`src/rtl/arb_pkg.sv`:
```
// ============================================================================
// Module      : arb_pkg
// Description : Shared types and constants for the memory port arbiter.
// Revision    : 1.0 - initial release
// ============================================================================
`default_nettype none

package arb_pkg;

  typedef enum logic [1:0] {
    IDLE   = 2'd0,
    IF_ACC = 2'd1,
    DM_ACC = 2'd2,
    DONE   = 2'd3
  } state_t;

  typedef enum logic {
    GNT_IF = 1'b0,
    GNT_DM = 1'b1
  } grant_t;

  // Replicated across the data width to form the read data returned on timeout.
  localparam logic c_timeout_rdata_bit = 1'b0;

endpackage : arb_pkg

`default_nettype wire

```
`src/rtl/arb_watchdog.sv`:
```
// ============================================================================
// Module      : arb_watchdog
// Description : Access-duration counter; flags a timeout after TIMEOUT cycles.
// Revision    : 1.0 - initial release
// ============================================================================
`default_nettype none

module arb_watchdog #(
  parameter int TIMEOUT = 64
) (
  input  logic clk,
  input  logic rst,
  input  logic i_clr,
  input  logic i_en,
  output logic o_timeout
);

  localparam int CW = $clog2(TIMEOUT);
  localparam logic [CW-1:0] c_last = CW'(TIMEOUT - 1);

  logic [CW-1:0] r_count;

  // Saturates at the last value so a stuck enable never wraps the count.
  always_ff @(posedge clk or posedge rst) begin
    if (rst) begin
      r_count <= '0;
    end else if (i_clr) begin
      r_count <= '0;
    end else if (i_en && (r_count != c_last)) begin
      r_count <= r_count + CW'(1);
    end
  end

  assign o_timeout = i_en && (r_count == c_last);

endmodule : arb_watchdog

`default_nettype wire

```
`src/rtl/mem_port_arbiter.sv`:
```
// ============================================================================
// Module      : mem_port_arbiter
// Description : Shares one variable-latency memory between the fetch and data
//               ports, with stall generation and a timeout watchdog.
//               ARB_ROUND_ROBIN_EN selects round-robin instead of DM priority.
// Revision    : 1.0 - initial release
// ============================================================================
`default_nettype none

module mem_port_arbiter
  import arb_pkg::*;
#(
  parameter int ADDR_W  = 32,
  parameter int DATA_W  = 32,
  parameter int TIMEOUT = 64
) (
  input  logic              clk_i,
  input  logic              rst_i,
  input  logic              if_req_i,
  input  logic [ADDR_W-1:0] if_addr_i,
  output logic              if_ready_o,
  output logic [DATA_W-1:0] if_rdata_o,
  input  logic              dm_req_i,
  input  logic              dm_we_i,
  input  logic [ADDR_W-1:0] dm_addr_i,
  input  logic [DATA_W-1:0] dm_wdata_i,
  output logic              dm_ready_o,
  output logic [DATA_W-1:0] dm_rdata_o,
  output logic              mem_req_o,
  output logic              mem_we_o,
  output logic [ADDR_W-1:0] mem_addr_o,
  output logic [DATA_W-1:0] mem_wdata_o,
  input  logic              mem_ack_i,
  input  logic [DATA_W-1:0] mem_rdata_i,
  output logic              stall_o,
  output logic              err_o
);

  state_t              r_state;
  state_t              w_state_next;
  grant_t              r_grant;
  grant_t              w_sel;
  logic                w_start;
  logic                w_finish;
  logic                w_in_acc;
  logic                w_timeout;
  logic                r_mem_req;
  logic                r_mem_we;
  logic [ADDR_W-1:0]   r_mem_addr;
  logic [DATA_W-1:0]   r_mem_wdata;
  logic [DATA_W-1:0]   r_if_rdata;
  logic [DATA_W-1:0]   r_dm_rdata;
  logic                r_err;

`ifdef ARB_ROUND_ROBIN_EN
  grant_t r_last_grant;

  always_ff @(posedge clk_i or posedge rst_i) begin
    if (rst_i) begin
      r_last_grant <= GNT_IF;
    end else if (r_state == DONE) begin
      r_last_grant <= r_grant;
    end
  end

  always_comb begin
    w_sel = GNT_IF;
    if (if_req_i && dm_req_i) begin
      w_sel = (r_last_grant == GNT_IF) ? GNT_DM : GNT_IF;
    end else if (dm_req_i) begin
      w_sel = GNT_DM;
    end
  end
`else
  assign w_sel = dm_req_i ? GNT_DM : GNT_IF;
`endif

  assign w_in_acc = (r_state == IF_ACC) || (r_state == DM_ACC);

  arb_watchdog #(
    .TIMEOUT (TIMEOUT)
  ) u_watchdog (
    .clk       (clk_i),
    .rst       (rst_i),
    .i_clr     (w_start),
    .i_en      (w_in_acc && !mem_ack_i),
    .o_timeout (w_timeout)
  );

  always_ff @(posedge clk_i or posedge rst_i) begin
    if (rst_i) begin
      r_state <= IDLE;
    end else begin
      r_state <= w_state_next;
    end
  end

  always_comb begin
    w_state_next = r_state;
    w_start      = 1'b0;
    w_finish     = 1'b0;
    case (r_state)
      IDLE: begin
        if (if_req_i || dm_req_i) begin
          w_start      = 1'b1;
          w_state_next = (w_sel == GNT_DM) ? DM_ACC : IF_ACC;
        end
      end
      IF_ACC, DM_ACC: begin
        // An ack in the timeout cycle still finishes normally.
        if (mem_ack_i || w_timeout) begin
          w_finish     = 1'b1;
          w_state_next = DONE;
        end
      end
      DONE:    w_state_next = IDLE;
      default: w_state_next = IDLE;
    endcase
  end

  always_ff @(posedge clk_i or posedge rst_i) begin
    if (rst_i) begin
      r_grant     <= GNT_IF;
      r_mem_req   <= 1'b0;
      r_mem_we    <= 1'b0;
      r_mem_addr  <= '0;
      r_mem_wdata <= '0;
      r_if_rdata  <= '0;
      r_dm_rdata  <= '0;
      r_err       <= 1'b0;
    end else if (w_start) begin
      r_grant     <= w_sel;
      r_mem_req   <= 1'b1;
      r_mem_we    <= (w_sel == GNT_DM) && dm_we_i;
      r_mem_addr  <= (w_sel == GNT_DM) ? dm_addr_i : if_addr_i;
      r_mem_wdata <= (w_sel == GNT_DM) ? dm_wdata_i : '0;
    end else if (w_finish) begin
      r_mem_req <= 1'b0;
      if (mem_ack_i) begin
        if (r_grant == GNT_IF) begin
          r_if_rdata <= mem_rdata_i;
        end else if (!r_mem_we) begin
          r_dm_rdata <= mem_rdata_i;
        end
      end else begin
        r_err <= 1'b1;
        if (r_grant == GNT_IF) begin
          r_if_rdata <= {DATA_W{c_timeout_rdata_bit}};
        end else begin
          r_dm_rdata <= {DATA_W{c_timeout_rdata_bit}};
        end
      end
    end
  end

  assign if_ready_o  = (r_state == DONE) && (r_grant == GNT_IF);
  assign dm_ready_o  = (r_state == DONE) && (r_grant == GNT_DM);
  assign if_rdata_o  = r_if_rdata;
  assign dm_rdata_o  = r_dm_rdata;
  assign mem_req_o   = r_mem_req;
  assign mem_we_o    = r_mem_we;
  assign mem_addr_o  = r_mem_addr;
  assign mem_wdata_o = r_mem_wdata;
  assign err_o       = r_err;
  assign stall_o     = (if_req_i && !if_ready_o) || (dm_req_i && !dm_ready_o);

endmodule : mem_port_arbiter

`default_nettype wire

```
`config.mk`:
```
export PLATFORM = sky130hd
export DESIGN_NAME = mem_port_arbiter
export DESIGN_NICKNAME = d
export VERILOG_FILES = /design/src/rtl/arb_pkg.sv /design/src/rtl/arb_watchdog.sv /design/src/rtl/mem_port_arbiter.sv
export SDC_FILE = /design/constraint.sdc
export NUM_CORES = 1
export LEC_CHECK = 0
export BUFFER_PORTS_ARGS = -buffer_cell sky130_fd_sc_hd__buf_2
export CAP_MARGIN = 40
export CORE_MARGIN = 3
export CORE_UTILIZATION = 43
export CTS_CLUSTER_SIZE = 10
export DETAILED_ROUTE_END_ITERATION = 8
export GPL_TIMING_DRIVEN = 0
export PLACE_DENSITY = 0.89
export SYNTH_ARGS = -nofsm -noshare
export SYNTH_HDL_FRONTEND = slang
export SYNTH_HIERARCHICAL = 1
export SYNTH_SLANG_ARGS = --single-unit
```
`constraint.sdc`:
```
create_clock -name clk_i -period 3.6 [get_ports clk_i]
set_clock_uncertainty 0.15 [all_clocks]
set_input_delay 0.18 -clock clk_i [delete_from_list [all_inputs] [get_ports clk_i]]
set_output_delay 0.18 -clock clk_i [all_outputs]
set_load 0.01 [all_outputs]
```
==> results of run 1 <==
==> routing by layer <==
layer / GRT usage, % / vias to the layer above / routed length [um]
li1: - / 2448 / -
met1: 29.4 / 2747 / 7520
met2: 47.1 / 386 / 10600
met3: 7.41 / 79 / 1890
met4: 14.0 / 0 / 873
met5: 0 / - / 0
==> synth_stat cells, types with 3 or more instances <==
master and n:
sky130_fd_sc_hd__mux2_2 34, sky130_fd_sc_hd__buf_2 4, sky130_fd_sc_hd__ha_1 3, sky130_fd_sc_hd__a22o_1 33
sky130_fd_sc_hd__buf_6 4, sky130_fd_sc_hd__dfrtp_1 140, sky130_fd_sc_hd__nand2_1 39, sky130_fd_sc_hd__mux2_1 32
sky130_fd_sc_hd__nor2b_1 3, sky130_fd_sc_hd__clkbuf_1 18, sky130_fd_sc_hd__mux2i_1 32, sky130_fd_sc_hd__o21ai_0 33
sky130_fd_sc_hd__nor2_1 3, sky130_fd_sc_hd__inv_1 10, sky130_fd_sc_hd__and2_1 34
==> power groups by stage <==
| stage | registers [uW] | clock network, uW | logic (uW) |
|---|---|---|---|
| 2_1_floorplan | 2920 | 0 | 1200 |
| 5_1_grt | 2760 | 1820 | 3060 |
| 6_report | 2720 | 1730 | 2830 |
| 4_1_cts | 2660 | 1750 | 2740 |
| 3_5_place_dp | 2660 | 0 | 2620 |
| 3_3_place_gp | 2630 | 0 | 2520 |
==> through the flow <==
stage               hold WS (ns)  power, uW  instances
global route              0.0372       7640       1057
finish                    0.0433       7280       1057
detailed placement       -0.0100       5280        903
floorplan                 -0.179       4130        457
CTS                      0.00889       7140       1057
global placement         -0.0128       5150        899
==> how the worst max path moves through the flow <==
stage / startpoint / end / slack [ns] / depth (start not counted)
after floorplan: r_state[0] / dm_rdata_o[0] / 0.94 / 10
after global placement: r_state[0] / dm_rdata_o[2] / 0.58 / 10
after detailed placement: r_state[0] / dm_rdata_o[17] / 0.56 / 10
after CTS: r_state[0] / dm_rdata_o[22] / 0.52 / 10
after global routing: r_state[0] / dm_rdata_o[22] / 0.37 / 10
final: r_state[0] / dm_rdata_o[10] / 0.53 / 10
==> cell families after synthesis <==
family | after synthesis | synth area share [%]
muxes | 98 | 18.0
buffers and inverters | 40 | 3.20
DFF | 140 | 59.3
and+or+nand+nor | 92 | 8.30
AOI/OAI and AO/OA | 84 | 10.5
adders and majority gates | 3 | 0.636
==> cells in the final DEF, fill, tap and decap left out, types with 2 or more instances in the layout <==
cell                            count
sky130_fd_sc_hd__buf_12             3
sky130_fd_sc_hd__o21bai_1           2
sky130_fd_sc_hd__clkbuf_1          18
sky130_fd_sc_hd__a2bb2oi_1          2
sky130_fd_sc_hd__buf_6              5
sky130_fd_sc_hd__buf_2            270
sky130_fd_sc_hd__bufinv_16          2
sky130_fd_sc_hd__nand3_1            2
sky130_fd_sc_hd__mux2_2            34
sky130_fd_sc_hd__clkinvlp_4         3
sky130_fd_sc_hd__nor2_1             3
sky130_fd_sc_hd__nand2b_1           2
sky130_fd_sc_hd__and2_1            34
sky130_fd_sc_hd__dlygate4sd3_1    123
sky130_fd_sc_hd__nand4bb_1          2
sky130_fd_sc_hd__inv_1              9
sky130_fd_sc_hd__dfrtp_1          140
sky130_fd_sc_hd__clkbuf_16         17
sky130_fd_sc_hd__nand2_1           39
sky130_fd_sc_hd__o311a_1            2
sky130_fd_sc_hd__a22o_1            33
sky130_fd_sc_hd__inv_6              3
sky130_fd_sc_hd__buf_1              2
sky130_fd_sc_hd__clkinv_4           3
sky130_fd_sc_hd__o21ai_0           33
sky130_fd_sc_hd__nor3b_1            2
sky130_fd_sc_hd__clkinv_2           3
sky130_fd_sc_hd__ha_1               3
sky130_fd_sc_hd__o211ai_1           2
sky130_fd_sc_hd__nor2b_1            3
sky130_fd_sc_hd__mux2i_1           32
sky130_fd_sc_hd__mux2_1            32
==> registers in the layout, summed over array words and instances (netlist names) <==
name / cells
err_o: 1
r_state: 2
dm_rdata_o: 32
mem_req_o: 1
if_rdata_o: 32
u_watchdog/r_count: 6
mem_addr_o: 32
r_grant: 1
mem_wdata_o: 32
mem_we_o: 1
==> worst reg2reg max path: cells and delay by family, from the launching register on <==
kind | cells | cell delay, ns
flops | 1 | 0.37
buf+inv | 3 | 0.47
mux | 1 | 0.37
fa+ha+maj | 1 | 0.30
simple gates | 3 | 0.50
compound gates | 2 | 0.77
==> final cells by class <==
cell class              count  area share (%)
repair buffers            393            28.2
multi-input cells         277            23.7
plain buffers              29            1.58
clock buffers              18            4.70
clock inverters            13            1.53
inverters                  11           0.482
well taps                 176            2.36
flip-flops and latches    140            37.5
==> results.yml, run 1 <==
cts:
  tritoncts: "yes"
  ctsResizeCount: 0
  cts_hold_repair.buffers: 123
  tritoncts_num_sinks: 140
  clock_path_buffers: 2
  cts-buffers-inserted: 17
  cts_root_buffer: "sky130_fd_sc_hd__clkbuf_16"
  clkTransAtPathRegs_ns: 0.06
  htreeDepth: 4
  cts_setup_buffers: 0
  worst_skew_pair.late_latency_ns: 0.42
routing:
  total_routed_wirelength_mm: 20.9
  drt_first_iter_violations: 393
  via_count: 5660
  first_pass_iters: 4
  vias_per_cell: 5.35
  post_drt_wl_per_cell_um: 19.8
  ant_nets: 0
  drc_violation_count_after_routing: 0
final_layout:
  area_used_by_multi_input_combinational_logic_sq_um: 2210
  num_antenna_cells: 0
  post_layout_util_pct: 70.0
  syn2layout_area_growth_pct: 58.2
  layout.nets: 1006
  final_area_sq_um: 9350
  n_fill_cell: 802
  drive_gt1_share_pct: 39.7
  ff_latch_area_sq_um: 3500
grt:
  grt_first_pass_wirelength_mm: 30.8
  globalRouteOverflowTotal: 0
  via_count_of_the_first_global_routing_pass: 5960
  pin_count_of_the_biggest_net_entering_global_routing: 41
  grt.total_usage_pct: 26.8
  antenna_found_initial: 0
worst_setup_path:
  start_kind: "register"
  type_of_the_setup_path_with_the_least_slack: "register to register"
  worst_ep_arrival_time_ns: 3.21
  crit_family: "compound AO/OA/AOI/OAI gates"
  regToRegEndpoint: "dm_rdata_o[10]"
  cp_num_buf_inv: 3
  worstPathCellList: "inv_1 -> ha_1 -> nor2b_1 -> buf_4 -> nand3_1 -> nor2b_1 -> o21ai_1 -> a2111oi_4 -> buf_6 -> mux2_1"
  worst-path-max-fanout: 10
  worst_setup_path_end_kind: "register"
  worst_path_largest_cell_delay_ns: 0.58
  critPathMostFrequentCell: "sky130_fd_sc_hd__nor2b_1"
  worst-endpoint-required_ns: 3.74
  reg2regPathDepth: 10
  r2r_start: "r_state[0]"
  crit_slowest_cell: "sky130_fd_sc_hd__a2111oi_4"
  reg2reg_slack_ns: 0.53
yosys:
  synth_enable_flop_cells: 0
  synth.largest_area_cell: "sky130_fd_sc_hd__dfrtp_1"
  synth_top_cell_area_share_pct: 59.3
  synthesis.area_sq_um: 5910
  synth-seq-area-share_pct: 59.3
  synthDistinctLibCells: 41
  synthesis.instances: 457
  yosys_warnings: 6
  ys_ff_latch: 140
  mappedNetlistNets: 594
  synth_top_cells_by_area: "sky130_fd_sc_hd__dfrtp_1 59%, sky130_fd_sc_hd__mux2_2 6.5%, sky130_fd_sc_hd__mux2_1 6.1%"
  async_reset_ff_share_pct: 100
  syn-mean-instance-area_sq_um: 12.9
  yosys_most_used_dff: "sky130_fd_sc_hd__dfrtp_1"
hold_path:
  worst_hold_startpoint: "mem_rdata_i[6]"
  min_path_cells: 3
  hold_endpoint: "dm_rdata_o[6]"
  timing.hold.worst.class: "input port to register"
timing:
  max_slew_margin_pct: 49.9
  timing.setup.tns_ns: 0
  timing_max_transition_violations_final: 0
  max_clock_freq_ghz: 0.326
  report.final.setup_viol: 0
  final_hold_viol_count: 0
  timing_worst_slew_pin_value_ns: 0.752
  worst_slack_ns: 0.529
  period_share_pct: 85.3
  grt_setup_unrepaired: "no"
  final.min_clock_period_ns: 3.07
power_and_ir_drop:
  p_per_area_nw_per_um2: 779
  power.switching_uw: 2680
  net_sw_share_pct: 36.9
  p_seq_share_pct: 37.3
  peakVddDrop_v: 0.000394
  intPower_uw: 4600
  power.clock.fraction_pct: 23.8
  comb_power_share_pct: 38.8
  leakagePower_uw: 0.00483
die:
  dieArea_sq_um: 15200
  boundaryPins: 268
  floorplan.initialDensity_pct: 44.2
  num_rows: 42
  floorplan.core_area_sq_um: 13300
  die_h_um: 123
  die_width_um: 123
place:
  place.detailed.hpwl_mm: 12.3
  placed_area_sq_um: 7530
  gp_congestion: 0.811
  io_buffer_count: 266
  dpl_worst_slack_ns: 0.563
run_status:
  outcome: "finished, final reports clean"
flow_run:
  maximum_capacitance_violations: 0
Note: power is estimated with default switching activity, not from simulation.
==> run 2: changes to the inputs <==
--- a/config.mk
+++ b/config.mk
@@ -12,7 +12,7 @@
 export CTS_CLUSTER_SIZE = 10
 export DETAILED_ROUTE_END_ITERATION = 8
 export GPL_TIMING_DRIVEN = 0
-export PLACE_DENSITY = 0.89
+export PLACE_DENSITY_LB_ADDON = 0.1
 export SYNTH_ARGS = -nofsm -noshare
 export SYNTH_HDL_FRONTEND = slang
 export SYNTH_HIERARCHICAL = 1
==> run 2 against run 1 <==
Effect of this change:
- final area increased by 0.46%
- utilization increased by 0.32 points
- non-clock buffer count increased by 6
- highest routed layer unchanged
- hold slack improved by 0.025 ns
- first-iteration DRC count decreased by 54%
- sequential power decreased by 3%
- flip-flop and latch count unchanged
- largest power group unchanged
- clock power decreased by 5%
- setup slack about the same
- cell count increased by 0.57%
- die area unchanged
==> results.yml, run 2 (synthesized netlist as in run 1, its figures left out) <==
final_layout:
  final_common_cell: "sky130_fd_sc_hd__buf_2"
  layout.cells.most_common_list: "270 x sky130_fd_sc_hd__buf_2, 140 x sky130_fd_sc_hd__dfrtp_1, 130 x sky130_fd_sc_hd__dlygate4sd3_1, 39 x sky130_fd_sc_hd__nand2_1"
  num_antenna_cells: 0
  drive_gt1_share_pct: 39.0
  layout.cells.non_filler: 1063
  layout.nets: 1012
  syn2layout_area_growth_pct: 59.0
place:
  gp_congestion: 0.761
  dp_cells: 902
  io_buffer_count: 266
  place.detailed.hpwl_mm: 11.8
timing:
  grt_setup_unrepaired: "no"
  report.final.setup_viol: 0
  timing_max_transition_violations_final: 0
  max_clock_freq_ghz: 0.326
  max_slew_margin_pct: 42.9
  timing_worst_slew_pin_value_ns: 0.857
  period_share_pct: 85.3
  final_hold_viol_count: 0
  timing.setup.tns_ns: 0
  final.min_clock_period_ns: 3.07
worst_setup_path:
  r2r_start: "r_state[1]"
  crit_slowest_cell: "sky130_fd_sc_hd__a2111oi_4"
  worst-endpoint-required_ns: 3.74
  type_of_the_setup_path_with_the_least_slack: "register to register"
  worst_ep_arrival_time_ns: 3.21
  cp_num_buf_inv: 3
  worst-path-max-fanout: 10
  timing.critical_path.from: "r_state[1]"
  critPathMostFrequentCell: "sky130_fd_sc_hd__nor2b_1"
  worst_setup_path_end_kind: "register"
  start_kind: "register"
  worst_path_largest_cell_delay_ns: 0.60
  worstPathCellList: "inv_1 -> ha_1 -> nor2b_1 -> buf_4 -> nand3_1 -> nor2b_1 -> o21ai_1 -> a2111oi_4 -> buf_6 -> mux2_1"
  crit_family: "compound AO/OA/AOI/OAI gates"
routing:
  drt_first_iter_violations: 180
  first_pass_iters: 5
  via_count: 5222
  drc_violation_count_after_routing: 0
  post_drt_wl_per_cell_um: 16.5
  total_routed_wirelength_mm: 17.5
  ant_nets: 0
  vias_per_cell: 4.91
cts:
  cts-buffers-inserted: 17
  htreeDepth: 4
  tritoncts_num_sinks: 140
  cts_hold_repair.buffers: 130
  tritoncts: "yes"
  worst_skew_pair.late_latency_ns: 0.41
  cts_setup_buffers: 0
  clock_path_buffers: 2
  ctsResizeCount: 0
  cts_root_buffer: "sky130_fd_sc_hd__clkbuf_16"
  clkTransAtPathRegs_ns: 0.05
die:
  die_h_um: 123
  num_rows: 42
  dieArea_sq_um: 15200
  floorplan.core_area_sq_um: 13300
  boundaryPins: 268
  die_width_um: 123
  floorplan.initialDensity_pct: 44.2
power_and_ir_drop:
  peakVddDrop_v: 0.000391
  p_per_area_nw_per_um2: 748
  leakagePower_uw: 0.00485
run_status:
  outcome: "finished, final reports clean"
grt:
  globalRouteOverflowTotal: 0
  grt.total_usage_pct: 23.2
  pin_count_of_the_biggest_net_entering_global_routing: 41
  antenna_found_initial: 0
  via_count_of_the_first_global_routing_pass: 5534
  grt_first_pass_wirelength_mm: 27.2
flow_run:
  maximum_capacitance_violations: 0
hold_path:
  timing.hold.worst.class: "input port to register"
  worst_hold_startpoint: "dm_req_i"
==> run 2: changes by cell type in the layout (fill, tap and decap cells not counted) <==
cell / delta
sky130_fd_sc_hd__clkbuf_1: +3
sky130_fd_sc_hd__clkbuf_8: +4
sky130_fd_sc_hd__inv_6: -3
sky130_fd_sc_hd__buf_6: -1
sky130_fd_sc_hd__bufinv_16: -1
sky130_fd_sc_hd__clkinv_4: -3
sky130_fd_sc_hd__dlygate4sd3_1: +7
==> run 2: routing by layer <==
metal / GRT usage, % / share of wire (%) / up-vias
met5: 0 / 0 / -
met4: 11.0 / 3.6 / 0
met3: 6.68 / 7.5 / 42
met2: 38.9 / 49 / 233
met1: 27.6 / 39 / 2502
li1: - / - / 2445
==> run 2: worst min-delay path, cell delays in order <==
cell and delay, ns:
sky130_fd_sc_hd__buf_2 0.20, sky130_fd_sc_hd__nand2_1 0.12, sky130_fd_sc_hd__o21ai_0 0.08
==> run 2: final cells by class <==
cell class	instances	area (sq um)
fillers	949	3960
flip-flops and latches	140	3500
repair buffers	399	2690
multi-input cells	277	2210
clock buffers	25	505
well taps	176	220
plain buffers	29	148
clock inverters	6	60.1
inverters	11	45.0
==> run 2: path summary, 6_finish.rpt <==
check	slack, ns	endpoint	cells past startpoint
worst min-delay path	0.07	r_grant	3
worst max-delay path	0.53	dm_rdata_o[25]	10
worst max register to register	0.53	dm_rdata_o[25]	10
worst min register to register	0.32	mem_addr_o[2]	2
max in group asynchronous	2.20	mem_addr_o[8]	5
min in group asynchronous	0.12	u_watchdog/r_count[2]	3
==> run 2: metrics by stage <==
| step | worst slack [ns] | hold slack [ns] | utilization (%) | total power, uW | cell area [sq um] |
|---|---|---|---|---|---|
| 2_1_floorplan | 0.943 | -0.179 | - | 4130 | 5910 |
| 3_3_place_gp | 0.570 | 0.00232 | 55.9 | 5180 | 7460 |
| 3_5_place_dp | 0.495 | 0.00399 | 56.3 | 5270 | 7520 |
| 4_1_cts | 0.471 | 0.0552 | 70.3 | 7060 | 9390 |
| 5_1_grt | 0.257 | 0.0770 | 70.3 | 7490 | 9390 |
| 6_report | 0.529 | 0.0679 | 70.3 | 7020 | 9390 |
==> run 2: power by group <==
part	switching [uW]	internal, uW	total (uW)
sequential	372	2260	2630
combinational	1440	1300	2740
clock	617	1030	1650
==> run 3: changes to the inputs <==
--- a/config.mk
+++ b/config.mk
@@ -8,7 +8,7 @@
 export BUFFER_PORTS_ARGS = -buffer_cell sky130_fd_sc_hd__buf_2
 export CAP_MARGIN = 40
 export CORE_MARGIN = 3
-export CORE_UTILIZATION = 43
+export CORE_UTILIZATION = 31
 export CTS_CLUSTER_SIZE = 10
 export DETAILED_ROUTE_END_ITERATION = 8
 export GPL_TIMING_DRIVEN = 0
==> run 3 against run 2 <==
Effect of this change:
- sequential power about the same
- clock-buffer cell count decreased by 4
- power increased by 2.1%
- sequential share of layout area decreased by 0.59 points
- final area increased by 1.6%
- hold slack improved by 0.029 ns
- non-clock buffer count increased by 2
- global-route usage decreased by 5.8 points
- largest power group unchanged
==> results.yml, run 3 (synthesized netlist as in run 1, its figures left out) <==
die:
  boundaryPins: 268
  die_width_um: 144
  die_h_um: 144
  num_rows: 49
  floorplan.core_area_sq_um: 18300
  floorplan.initialDensity_pct: 32.2
  dieArea_sq_um: 20700
final_layout:
  n_fill_cell: 1644
  layout.cells.non_filler: 1119
  layout.cells.most_common_list: "270 x sky130_fd_sc_hd__buf_2, 140 x sky130_fd_sc_hd__dfrtp_1, 130 x sky130_fd_sc_hd__dlygate4sd3_1, 39 x sky130_fd_sc_hd__nand2_1"
  layout.nets: 1014
  syn2layout_area_growth_pct: 61.5
  final_common_cell: "sky130_fd_sc_hd__buf_2"
  post_layout_util_pct: 52.0
  drive_gt1_share_pct: 39.4
worst_setup_path:
  start_kind: "register"
  crit_slowest_cell: "sky130_fd_sc_hd__a2111oi_4"
  timing.critical_path.from: "r_state[1]"
  type_of_the_setup_path_with_the_least_slack: "register to register"
  worst_path_largest_cell_delay_ns: 0.59
  worstPathCellList: "inv_1 -> ha_1 -> nor2b_1 -> buf_4 -> nand3_1 -> nor2b_1 -> o21ai_1 -> a2111oi_4 -> buf_6 -> mux2_1"
  crit_family: "compound AO/OA/AOI/OAI gates"
  r2r_start: "r_state[1]"
  worst_setup_path_end_kind: "register"
  worst-endpoint-required_ns: 3.74
  reg2regPathDepth: 10
  cp_num_buf_inv: 3
  critPathMostFrequentCell: "sky130_fd_sc_hd__nor2b_1"
  worst-path-max-fanout: 10
  worstSetupPathDepth: 10
  reg2reg_slack_ns: 0.52
  worst_ep_arrival_time_ns: 3.22
timing:
  final.min_clock_period_ns: 3.08
  timing_max_transition_violations_final: 0
  timing_worst_slew_pin_value_ns: 0.691
  max_clock_freq_ghz: 0.324
  worst_hold_slack_ns: 0.0970
  timing.setup.tns_ns: 0
  report.final.setup_viol: 0
  grt_setup_unrepaired: "no"
  max_slew_margin_pct: 53.9
  period_share_pct: 85.6
  final_hold_viol_count: 0
cts:
  clkTransAtPathRegs_ns: 0.06
  htreeDepth: 4
  tritoncts_num_sinks: 140
  clock_path_buffers: 2
  worst_skew_pair.late_latency_ns: 0.41
  tritoncts: "yes"
  ctsResizeCount: 0
  cts-buffers-inserted: 17
  cts_root_buffer: "sky130_fd_sc_hd__clkbuf_16"
routing:
  via_count: 5162
  drt_first_iter_violations: 176
  drc_violation_count_after_routing: 0
  first_pass_iters: 6
  post_drt_wl_per_cell_um: 16.2
  vias_per_cell: 4.61
  total_routed_wirelength_mm: 18.1
  ant_nets: 0
grt:
  pin_count_of_the_biggest_net_entering_global_routing: 35
  antenna_found_initial: 0
  globalRouteOverflowTotal: 0
  grt.total_usage_pct: 17.4
  via_count_of_the_first_global_routing_pass: 5578
  grt_first_pass_wirelength_mm: 28.4
power_and_ir_drop:
  p_per_area_nw_per_um2: 752
  peakVddDrop_v: 0.000327
  leakagePower_uw: 0.00489
  post-layout-total-power_uw: 7170
place:
  io_buffer_count: 266
  gp_congestion: 0.848
  place.detailed.hpwl_mm: 13.3
  dp_cells: 957
hold_path:
  min_path_cells: 3
  worst_hold_startpoint: "dm_req_i"
  timing.hold.worst.class: "input port to register"
run_status:
  outcome: "finished, final reports clean"
flow_run:
  maximum_capacitance_violations: 0
## run 3: path summary, 6_finish.rpt
check,endpoint
min in group asynchronous,u_watchdog/r_count[0]
worst max-delay path,dm_rdata_o[30]
worst max register to register,dm_rdata_o[30]
worst min register to register,err_o
worst min-delay path,r_grant
max in group asynchronous,mem_addr_o[0]
## run 3: power by group
group          internal, uW  switching [uW]
Combinational          1300            1430
Clock                  1140             657
Sequential             2260             376
Total                  4700            2470
## run 3: final cells by class
cell class              count  area, sq um  area share [%]
flip-flops and latches    140         3500            36.7
diodes                      1         2.50          0.0262
clock buffers              21          470            4.93
inverters                  11         45.0           0.472
well taps                 229          287            3.00
plain buffers              29          148            1.55
multi-input cells         277         2210            23.2
clock inverters            10          139            1.46
repair buffers            401         2730            28.6
## run 3: tightest hold or removal path, cell delays in order
cell and delay [ns]:
sky130_fd_sc_hd__buf_2 0.21, sky130_fd_sc_hd__nand2_1 0.13, sky130_fd_sc_hd__o21ai_0 0.08
## run 3: per-layer routing
metal | up-vias | track usage, % | share of wire, %
met3 | 18 | 5.46 | 7.6
li1 | 2460 | - | -
met2 | 202 | 29.2 | 49
met4 | 0 | 6.19 | 1.7
met5 | - | 0 | 0
met1 | 2482 | 21.2 | 42
## run 3: what timing repair did
item                                    4_1_cts  5_1_grt
endpoints found under the setup margin        0        0
hold buffers                                130        0
buffers inserted                              0        0
endpoints found under the hold margin       156        0
## run 3: through the flow
stage | instance area (sq um) | worst slack [ns]
after floorplan | 5910 | 0.943
after global placement | 7530 | 0.497
after detailed placement | 7630 | 0.482
after CTS | 9540 | 0.448
after global routing | 9540 | 0.234
final | 9540 | 0.517
